### src/rtl/gfx_pkg.sv
// rtl/gfx_pkg.sv - shared graphics types, screen limits and frame-buffer address packing
// Contents:
//   line_state_t         line engine FSM encoding (IDLE, SETUP, DRAW)
//   SCREEN_W/H_DEF       default visible area
//   COORD_W, ERR_W, E2_W coordinate, Bresenham error and doubled-error widths
//   ROW_SHIFT, COL_SHIFT byte-address placement of y and x
//   fb_pack()            base | {y, x, 2'b00}
package gfx_pkg;

   typedef enum logic [1:0] {
      ST_IDLE  = 2'd0,
      ST_SETUP = 2'd1,
      ST_DRAW  = 2'd2
   } line_state_t;

   localparam int SCREEN_W_DEF = 800;
   localparam int SCREEN_H_DEF = 600;

   localparam int COORD_W   = 10;
   localparam int ERR_W     = 13;
   localparam int E2_W      = 14;
   localparam int ROW_SHIFT = 12;
   localparam int COL_SHIFT = 2;

   // Base bits [21:0] are zero, so OR-ing the pixel offset is a plain add.
   function automatic logic [31:0] fb_pack(input logic [31:0]        base,
                                           input logic [COORD_W-1:0] x,
                                           input logic [COORD_W-1:0] y);
      logic [31:0] off;
      off = ({22'd0, y} << ROW_SHIFT) | ({22'd0, x} << COL_SHIFT);
      return base | off;
   endfunction

endpackage

### src/rtl/line_engine_if.sv
// rtl/line_engine_if.sv - CPU line-command and frame-buffer write signals of the line engine
// Signals:
//   line_color[31:0], line_point[9:0]        CPU data
//   line_{color,x0,y0,x1,y1}_valid           CPU register strobes
//   line_trigger / line_ready                start request / engine idle
//   fb_wr_valid, fb_wr_ready                 pixel write handshake to arbiter
//   fb_wr_addr[31:0], fb_wr_data[31:0]       pixel write payload
// Modports:
//   slave  - the line engine (responder)
//   master - CPU plus memory arbiter side
interface line_engine_if;
   import gfx_pkg::*;

   logic [31:0]        line_color;
   logic [COORD_W-1:0] line_point;
   logic               line_color_valid;
   logic               line_x0_valid;
   logic               line_y0_valid;
   logic               line_x1_valid;
   logic               line_y1_valid;
   logic               line_trigger;
   logic               line_ready;
   logic               fb_wr_valid;
   logic               fb_wr_ready;
   logic [31:0]        fb_wr_addr;
   logic [31:0]        fb_wr_data;

   modport slave (
      input  line_color, line_point,
      input  line_color_valid, line_x0_valid, line_y0_valid,
      input  line_x1_valid, line_y1_valid, line_trigger,
      input  fb_wr_ready,
      output line_ready, fb_wr_valid, fb_wr_addr, fb_wr_data
   );

   modport master (
      output line_color, line_point,
      output line_color_valid, line_x0_valid, line_y0_valid,
      output line_x1_valid, line_y1_valid, line_trigger,
      output fb_wr_ready,
      input  line_ready, fb_wr_valid, fb_wr_addr, fb_wr_data
   );

endinterface

### src/rtl/line_stepper.sv
// rtl/line_stepper.sv - combinational all-octant Bresenham step
// Ports:
//   x, y      in   current point
//   x1, y1    in   line end point
//   err       in   current error term (signed)
//   dx, dy    in   |x1-x0|, |y1-y0|
//   sx, sy    in   step direction per axis: 1 = decrement, 0 = increment
//   x_next, y_next, err_next  out  stepped point and error
//   last      out  current point is the end point
module line_stepper
   import gfx_pkg::*;
(
   input  logic [COORD_W-1:0]       x,
   input  logic [COORD_W-1:0]       y,
   input  logic [COORD_W-1:0]       x1,
   input  logic [COORD_W-1:0]       y1,
   input  logic signed [ERR_W-1:0] err,
   input  logic [COORD_W:0]         dx,
   input  logic [COORD_W:0]         dy,
   input  logic                     sx,
   input  logic                     sy,
   output logic [COORD_W-1:0]       x_next,
   output logic [COORD_W-1:0]       y_next,
   output logic signed [ERR_W-1:0] err_next,
   output logic                     last
);

   logic signed [E2_W-1:0]  e2;
   logic signed [E2_W-1:0]  dx_e2;
   logic signed [E2_W-1:0]  dy_e2;
   logic signed [ERR_W-1:0] dx_e;
   logic signed [ERR_W-1:0] dy_e;
   logic                    c1;
   logic                    c2;

   always_comb begin
      e2    = $signed({err, 1'b0});
      dx_e2 = $signed({3'b000, dx});
      dy_e2 = $signed({3'b000, dy});
      dx_e  = $signed({2'b00, dx});
      dy_e  = $signed({2'b00, dy});

      // Both decisions come from the same error value, so a diagonal
      // step moves x and y together.
      c1 = (e2 >= -dy_e2);
      c2 = (e2 <= dx_e2);

      err_next = err - (c1 ? dy_e : 13'sd0) + (c2 ? dx_e : 13'sd0);
      x_next   = c1 ? (sx ? x - 10'd1 : x + 10'd1) : x;
      y_next   = c2 ? (sy ? y - 10'd1 : y + 10'd1) : y;
      last     = (x == x1) && (y == y1);
   end

endmodule

### src/rtl/line_engine.sv
// rtl/line_engine.sv - Bresenham line rasterizer issuing one frame-buffer write per pixel
// Parameters:
//   FB_BASE   frame-buffer base byte address, bits [21:0] zero
//   SCREEN_W  pixels with x >= SCREEN_W are skipped
//   SCREEN_H  pixels with y >= SCREEN_H are skipped
// Ports:
//   clk   in  clock
//   rst   in  synchronous active-high reset (aborts a line in progress)
//   bus   slave side of line_engine_if: CPU latches/trigger, pixel write port
module line_engine
   import gfx_pkg::*;
#(
   parameter logic [31:0] FB_BASE  = 32'h1000_0000,
   parameter int          SCREEN_W = SCREEN_W_DEF,
   parameter int          SCREEN_H = SCREEN_H_DEF
)(
   input  logic          clk,
   input  logic          rst,
   line_engine_if.slave  bus
);

   localparam logic [COORD_W:0] W_LIM = (COORD_W+1)'(SCREEN_W);
   localparam logic [COORD_W:0] H_LIM = (COORD_W+1)'(SCREEN_H);

   line_state_t state, state_nxt;

   // CPU-visible latches
   logic [31:0]        col_r;
   logic [COORD_W-1:0] x0_r, y0_r, x1_r, y1_r;

   // Per-line working set, captured at trigger so CPU writes only
   // affect the next line.
   logic [31:0]             line_col;
   logic [COORD_W-1:0]      cur_x, cur_y, end_x, end_y;
   logic [COORD_W:0]        dx, dy;
   logic                    sx, sy;
   logic signed [ERR_W-1:0] err;

   logic [COORD_W:0]        dx_c, dy_c;
   logic signed [ERR_W-1:0] err_init;

   logic [COORD_W-1:0]      x_step, y_step;
   logic signed [ERR_W-1:0] err_step;
   logic                    last;

   logic on_screen;
   logic ready_c, valid_c, take_trig, advance;

   line_stepper u_stepper (
      .x        (cur_x),
      .y        (cur_y),
      .x1       (end_x),
      .y1       (end_y),
      .err      (err),
      .dx       (dx),
      .dy       (dy),
      .sx       (sx),
      .sy       (sy),
      .x_next   (x_step),
      .y_next   (y_step),
      .err_next (err_step),
      .last     (last)
   );

   always_comb begin
      dx_c     = (end_x >= cur_x) ? {1'b0, end_x} - {1'b0, cur_x}
                                  : {1'b0, cur_x} - {1'b0, end_x};
      dy_c     = (end_y >= cur_y) ? {1'b0, end_y} - {1'b0, cur_y}
                                  : {1'b0, cur_y} - {1'b0, end_y};
      err_init = $signed({2'b00, dx_c}) - $signed({2'b00, dy_c});
      on_screen = ({1'b0, cur_x} < W_LIM) && ({1'b0, cur_y} < H_LIM);
   end

   always_ff @(posedge clk) begin
      if (rst) state <= ST_IDLE;
      else     state <= state_nxt;
   end

   always_comb begin
      state_nxt = state;
      ready_c   = 1'b0;
      valid_c   = 1'b0;
      take_trig = 1'b0;
      advance   = 1'b0;
      case (state)
         ST_IDLE: begin
            ready_c = 1'b1;
            if (bus.line_trigger) begin
               take_trig = 1'b1;
               state_nxt = ST_SETUP;
            end
         end
         ST_SETUP: state_nxt = ST_DRAW;
         ST_DRAW: begin
            // Off-screen points are consumed silently in one cycle.
            valid_c = on_screen;
            advance = !on_screen || bus.fb_wr_ready;
            if (advance && last) state_nxt = ST_IDLE;
         end
         default: state_nxt = ST_IDLE;
      endcase
   end

   always_ff @(posedge clk) begin
      if (rst) begin
         col_r    <= '0;
         x0_r     <= '0;
         y0_r     <= '0;
         x1_r     <= '0;
         y1_r     <= '0;
         line_col <= '0;
         cur_x    <= '0;
         cur_y    <= '0;
         end_x    <= '0;
         end_y    <= '0;
         dx       <= '0;
         dy       <= '0;
         sx       <= 1'b0;
         sy       <= 1'b0;
         err      <= '0;
      end else begin
         if (bus.line_color_valid) col_r <= bus.line_color;
         if (bus.line_x0_valid)    x0_r  <= bus.line_point;
         if (bus.line_y0_valid)    y0_r  <= bus.line_point;
         if (bus.line_x1_valid)    x1_r  <= bus.line_point;
         if (bus.line_y1_valid)    y1_r  <= bus.line_point;

         if (take_trig) begin
            line_col <= col_r;
            cur_x    <= x0_r;
            cur_y    <= y0_r;
            end_x    <= x1_r;
            end_y    <= y1_r;
         end

         if (state == ST_SETUP) begin
            dx  <= dx_c;
            dy  <= dy_c;
            sx  <= (end_x < cur_x);
            sy  <= (end_y < cur_y);
            err <= err_init;
         end

         // Holding the point on the last step keeps coordinates from
         // stepping past the end point.
         if (advance && !last) begin
            cur_x <= x_step;
            cur_y <= y_step;
            err   <= err_step;
         end
      end
   end

   assign bus.line_ready  = ready_c;
   assign bus.fb_wr_valid = valid_c;
   assign bus.fb_wr_addr  = valid_c ? fb_pack(FB_BASE, cur_x, cur_y) : 32'd0;
   assign bus.fb_wr_data  = valid_c ? (line_col & 32'h00FF_FFFF) : 32'd0;

endmodule

### src/flat_wrapper.sv
// flat-port wrapper written by rule: the top's interface ports become plain ports
module line_engine_flat import gfx_pkg::*;
#(
   parameter logic [31:0] FB_BASE  = 32'h1000_0000,
   parameter int          SCREEN_W = SCREEN_W_DEF,
   parameter int          SCREEN_H = SCREEN_H_DEF
)
  (clk, rst, bus_line_color, bus_line_point, bus_line_color_valid, bus_line_x0_valid, bus_line_y0_valid, bus_line_x1_valid, bus_line_y1_valid, bus_line_trigger, bus_fb_wr_ready, bus_line_ready, bus_fb_wr_valid, bus_fb_wr_addr, bus_fb_wr_data);
  line_engine_if bus_i ();
  input  logic clk;
  input  logic rst;
  input wire logic [$bits(bus_i.line_color)-1:0] bus_line_color;
  input wire logic [$bits(bus_i.line_point)-1:0] bus_line_point;
  input wire logic [$bits(bus_i.line_color_valid)-1:0] bus_line_color_valid;
  input wire logic [$bits(bus_i.line_x0_valid)-1:0] bus_line_x0_valid;
  input wire logic [$bits(bus_i.line_y0_valid)-1:0] bus_line_y0_valid;
  input wire logic [$bits(bus_i.line_x1_valid)-1:0] bus_line_x1_valid;
  input wire logic [$bits(bus_i.line_y1_valid)-1:0] bus_line_y1_valid;
  input wire logic [$bits(bus_i.line_trigger)-1:0] bus_line_trigger;
  input wire logic [$bits(bus_i.fb_wr_ready)-1:0] bus_fb_wr_ready;
  output wire logic [$bits(bus_i.line_ready)-1:0] bus_line_ready;
  output wire logic [$bits(bus_i.fb_wr_valid)-1:0] bus_fb_wr_valid;
  output wire logic [$bits(bus_i.fb_wr_addr)-1:0] bus_fb_wr_addr;
  output wire logic [$bits(bus_i.fb_wr_data)-1:0] bus_fb_wr_data;
  assign bus_i.line_color = bus_line_color;
  assign bus_i.line_point = bus_line_point;
  assign bus_i.line_color_valid = bus_line_color_valid;
  assign bus_i.line_x0_valid = bus_line_x0_valid;
  assign bus_i.line_y0_valid = bus_line_y0_valid;
  assign bus_i.line_x1_valid = bus_line_x1_valid;
  assign bus_i.line_y1_valid = bus_line_y1_valid;
  assign bus_i.line_trigger = bus_line_trigger;
  assign bus_i.fb_wr_ready = bus_fb_wr_ready;
  assign bus_line_ready = bus_i.line_ready;
  assign bus_fb_wr_valid = bus_i.fb_wr_valid;
  assign bus_fb_wr_addr = bus_i.fb_wr_addr;
  assign bus_fb_wr_data = bus_i.fb_wr_data;
  line_engine #(.FB_BASE(FB_BASE), .SCREEN_W(SCREEN_W), .SCREEN_H(SCREEN_H)) u_core (.clk(clk), .rst(rst), .bus(bus_i));
endmodule
### config.mk
export PLATFORM = sky130hd
export DESIGN_NAME = line_engine_flat
export DESIGN_NICKNAME = d
export VERILOG_FILES = /design/src/rtl/gfx_pkg.sv /design/src/rtl/line_engine_if.sv /design/src/rtl/line_stepper.sv /design/src/rtl/line_engine.sv /design/src/flat_wrapper.sv
export SDC_FILE = /design/constraint.sdc
export NUM_CORES = 1
export LEC_CHECK = 0
export CORE_AREA = 3 3 184 186
export DETAILED_ROUTE_END_ITERATION = 8
export DIE_AREA = 0 0 187 189
export SLEW_MARGIN = 20
export SYNTH_ARGS = -nofsm -noshare
export SYNTH_HDL_FRONTEND = slang
export SYNTH_SLANG_ARGS = --single-unit
### constraint.sdc
create_clock -name clk -period 8.15 [get_ports clk]
set_input_delay 0.815 -clock clk [delete_from_list [all_inputs] [get_ports clk]]
set_output_delay 0.815 -clock clk [all_outputs]
set_load 0.02 [all_outputs]
Word level (Yosys, flattened, before mapping)
Cells that the tools add are included.

Register bits: 167. Bits of input ports: 51. Output and inout bits: 66.

Add/subtract/negate cells: 12. Magnitude comparators: 8. Equality and inequality tests: 8. Mux-type cells: 24. Bitwise logic cells: 1. Reductions and logical operators: 13.

Operators with widths (number): 10-bit 2-to-1 mux (8); 11-bit 2-to-1 mux (4); 10-bit by 10-bit subtractor with 11-bit output (4); 32-bit 2-to-1 mux (1); 13-bit 2-to-1 mux (2); 24-bit 2-to-1 mux (1); 22-bit by 12-bit OR with 22-bit output (1); 10-bit by 1-bit adder with 10-bit output, second input constant (2); 10-bit equality test (2); 10-bit >= comparator (2); 10-bit < comparator (2); 10-bit < comparator, second input constant (2); 10-bit by 1-bit subtractor with 10-bit output, second input constant (2); 14-bit >= comparator (1); 14-bit by 12-bit less-or-equal comparator with 1-bit output (1); 11-bit negation with 14-bit output (1); 13-bit by 12-bit adder with 13-bit output (1); 13-bit by 12-bit subtractor with 13-bit output (1); 11-bit by 11-bit subtractor with 12-bit output (1); 2-bit != test, second input constant (3); 2-bit case mux with 3 select lines (1); 2-bit AND reduction (3); 1-bit 2-to-1 mux (5); 1-bit logical AND (4); 8 further kinds (11).

Logic depth before layout (Yosys ltp)
Depth after elaboration: 8. Depth in mapped cells: 25.

Cells and area by module
A second synthesis with hierarchy kept.

Cells, all modules: 1508. Area, all modules: 12175.4 um^2.

Modules (own cells, without submodules): line_engine (times used 1, cells an instance 1115, area an instance 9105.0 um^2, sequential area each 3343.2 um^2); line_stepper (times used 1, cells an instance 393, area an instance 3070.4 um^2, sequential area each 0.0 um^2).

Worst setup path after synthesis
Ideal clock, no wire load.

Kind: flip-flop to flip-flop. From: register u_core.dy[2]. To: register u_core.err[12]. Setup time: 0.123 ns. Arrival time: 4.910 ns. Data required time: 8.027 ns. Slack: 3.117 ns. Cell stages (with the launch flop): 26. Clock period less this slack: 5.033 ns. Path through: dfxtp_1 -> nor2_1 -> nand2_1 -> nor2_1 -> nand2_1 -> o41ai_1 -> o21ai_0 -> ha_1 -> nand4_1 -> or2_1 -> inv_1 -> a211oi_2 -> mux2i_1 -> clkbuf_1 -> nor2_1 -> fa_1 -> inv_1 -> fa_1 -> a21oi_1 -> o21ai_0 -> o211a_1 -> o41ai_1 -> o21a_1 -> o21ai_0 -> xor2_1 -> o22ai_1.

Longest elaborated chain between the ends: 6.

RTL lines: from (decl) (line line_engine.sv:35) `logic [COORD_W:0] dx, dy;`; from (signal assigned) (line line_engine.sv:138) `dy <= dy_c;`; 11-bit negation with 14-bit output (line line_stepper.sv:45) `c1 = (e2 >= -dy_e2);`; 14-bit >= comparator (line line_stepper.sv:45); 11-bit 2-to-1 mux * (line line_stepper.sv:48) `err_next = err - (c1 ? dy_e : 13'sd0) + (c2 ? dx_e : 13'sd0);`; 13-bit by 12-bit subtractor with 13-bit output * (line line_stepper.sv:48); 13-bit by 12-bit adder with 13-bit output * (line line_stepper.sv:48); 13-bit 2-to-1 mux * (line line_engine.sv:146) `if (advance && !last) begin`; to (signal assigned) (line line_engine.sv:141) `err <= err_init;`; to (signal assigned) (line line_engine.sv:149) `err <= err_step;`; to (decl) (line line_engine.sv:37) `logic signed [ERR_W-1:0] err;`.

Mark *: on every way between the ends. The rest lies on a longest branch, timed or not. A chain may end at the register's enable or synchronous reset.

Worst setup path in the final report
Same ends and word-level chain as after synthesis.

==> out/metrics.csv <==
metric;value;unit
status;finished, final reports clean;
cellPowerDensity;343;nW/um^2
drc_errors;0;
clk_path_buf_depth;2;
io_pins;117;
path_class;flip-flop to flip-flop;
nets;1611;
holdCritStartpoint;u_core.line_col[12];
cp.required;8.46;ns
synthesis.area;11300;um^2
synthTopCellsByArea;dfxtp_1 (30%), ha_1 (12%), mux2i_1 (7.5%);
worst_pin_slew;0.871;ns
start_kind;flip-flop;
fin_crit;6.01;ns
rows;66;
avgSynthCellArea;8.15;um^2
finalSetupViolCount;0;
clk_latency;0.44;ns
finClkSkew;0.0125;ns
post-place-cells;1860;
synth_edf_count;0;
yosys_most_used_dff;dfxtp_1;
cts_tree;done;
critPathMaxFanout;10;
cts-htree-levels;4;
leakage;5.46;nW
area_growth;15.9;%
ir_drop;0.000174;V
syn_inst;1382;
r2r_start;u_core.dy[2];
postCtsHoldBufs;0;
stdcell_area;13100;um^2
drv_cap;0;
timing.rr.end;u_core.err[12];
via_count;9427;
final_cells;1892;
end_kind;flip-flop;
synth_cell_types;78;
dr.pass1.iters;5;
clock-sinks;167;
viasPerCell;4.98;
gr-usage-all-layers;16.8;%
core-area;32500;um^2
dpl.hpwl;21.6;mm
slew-limit-headroom;41.9;%
grt_max_degree;86;
drive_above_1_share;5.17;%
finalCritPeriodShare;73.7;%
dieWidth;187;um
setup_tns;0;ns
ys_ff_latch;167;
grt_pass1_vias;9298;
fmax;166;MHz
overflow;0;
gp_congestion;0.861;
grt_antenna_before_repair;0;
grt_pass1_wl;48.4;mm
finish.utilization;40.2;%
ctsResizeCount;0;
ys_seq_area_share;29.7;%
root_buffer;clkbuf_16;
yosys_warnings;0;
dpl_cell_area;12500;um^2
drt_wl_total;29.3;mm
grt_setup_unrepaired;false;
reg2reg_slack;2.14;ns
start_util;34.7;%
die_y;189;um
wl_per_cell;15.5;um
ff2ff_path_depth;25;
async_flop_share;0;%
worstHoldEndpoint;u_core.line_col[12];
post_cts_buffers;0;
hold_class;flip-flop to flip-flop;
drv_slew;0;
holdPathStages;2;
port-buffer-count;89;
finalHoldViolations;0;
antenna_left;0;
cts.clk_slew.worst_paths;0.08;ns
synth_top_cell_by_area;dfxtp_1;
critical_path_arrival;6.32;ns
antenna_cells;0;
die_area;35300;um^2
numCtsBuffers;17;
drtIter0Drc;526;
synth_top_area_share;29.7;%
==> cell type report <==
type / count / area [um^2]
clock buffer: 18 / 439
clock inverter: 14 / 154
fill: 3319 / 19400
inverter: 115 / 432
multi-input combinational: 1036 / 7160
sequential: 167 / 3340
tap: 442 / 553
timing repair buffer: 100 / 971
==> worst max-delay path by stage <==
stage | start | endpoint | cells past startpoint
floorplan | u_core.dy[2] | u_core.err[12] | 25
CTS | u_core.dy[2] | u_core.err[12] | 25
global placement | u_core.dy[2] | u_core.err[11] | 25
finish | u_core.dy[2] | u_core.err[12] | 25
global route | u_core.dy[2] | u_core.err[12] | 25
detailed placement | u_core.dy[2] | u_core.err[12] | 25
==> cell usage after synthesis (all sizes together) (24+ instances only) <==
| library cell | n |
|---|---|
| inv | 115 |
| nand2 | 145 |
| nor2 | 157 |
| buf | 33 |
| xor2 | 24 |
| xnor2 | 32 |
| a21oi | 121 |
| o21ai | 45 |
| dfxtp | 167 |
| mux2i | 84 |
| nor2b | 29 |
| a211oi | 40 |
| and2 | 46 |
| clkbuf | 49 |
| ha | 105 |
==> worst max-delay path, stage by stage (launching register included) <==
cell and delay (ns):
dfxtp_1 0.36, nor2_1 0.23, nand2_1 0.10, nor2_1 0.13
nand2_1 0.14, o41ai_1 0.23, o21ai_0 0.14, ha_1 0.29
nand4_1 0.11, or2_1 0.15, inv_1 0.05, a211oi_2 0.26
mux2i_1 0.59, buf_4 0.29, nor2_1 0.08, fa_1 0.50
inv_1 0.07, fa_1 0.45, a21oi_1 0.24, o21ai_0 0.14
o211a_1 0.17, o41ai_1 0.50, o21a_1 0.26, o21ai_0 0.13
xor2_1 0.17, o22ai_1 0.10
==> per-stage QoR <==
step / setup WS (ns) / power (mW) / hold slack (ns)
final: 2.14 / 4.48 / 0.451
after global placement: 2.35 / 3.60 / 0.435
after global routing: 1.52 / 4.84 / 0.469
after floorplan: 3.12 / 3.05 / 0.431
after CTS: 2.18 / 4.48 / 0.453
after detailed placement: 2.24 / 3.65 / 0.442
==> cell families after synthesis <==
| family | Yosys count | share of synthesized area, % |
|---|---|---|
| AND/OR/NAND/NOR | 453 | 18.5 |
| AO/OA/AOI/OAI | 301 | 17.6 |
| buffers and inverters | 197 | 7.51 |
| flip-flops | 167 | 29.7 |
| adder cells (fa/ha/maj) | 123 | 14.9 |
| multiplexers | 84 | 7.46 |
| XOR/XNOR | 56 | 4.35 |
| other | 1 | 0.0333 |
==> layer usage <==
layer | share of wire [%] | wire (um) | vias to the layer above | track usage (%)
met3 | 4.7 | 1370 | 34 | 2.91
met1 | 46 | 13600 | 4421 | 21.7
met5 | 0 | 0 | - | 0
met4 | 1.7 | 489 | 0 | 4.80
li1 | - | - | 4767 | -
met2 | 47 | 13800 | 205 | 29.0
==> registers in the layout, summed over array words and instances (netlist names) <==
| name | cells |
|---|---|
| u_core.x0_r | 10 |
| u_core.col_r | 24 |
| u_core.y1_r | 10 |
| u_core.line_col | 24 |
| u_core.cur_y | 10 |
| u_core.sy | 1 |
| u_core.x1_r | 10 |
| u_core.state | 2 |
| u_core.end_x | 10 |
| u_core.y0_r | 10 |
| u_core.sx | 1 |
| u_core.err | 13 |
| u_core.dy | 11 |
| u_core.dx | 11 |
| u_core.end_y | 10 |
| u_core.cur_x | 10 |
==> where the power goes <==
| group | internal, mW | total [mW] | switching (mW) | leakage [nW] |
|---|---|---|---|---|
| Clock | 0.419 | 0.814 | 0.395 | 0.288 |
| Combinational | 1.11 | 2.66 | 1.55 | 3.80 |
| Sequential | 0.900 | 0.998 | 0.0987 | 1.37 |
| Total | 2.43 | 4.48 | 2.05 | 5.46 |
==> placed cells by master (no fill, tap or decap), types with 27 or more instances in the layout <==
cell type        Yosys  final
dfxtp_1            167    167
nor2_1             157    157
nand2_1            143    142
a21oi_1            118    118
inv_1              115    115
ha_1               105    105
clkdlybuf4s50_1      0     88
mux2i_1             84     84
and2_1              46     45
o21ai_0             42     42
a211oi_1            37     37
xnor2_1             32     32
nor2b_1             28     27
Power figures use the tool's default switching activity.
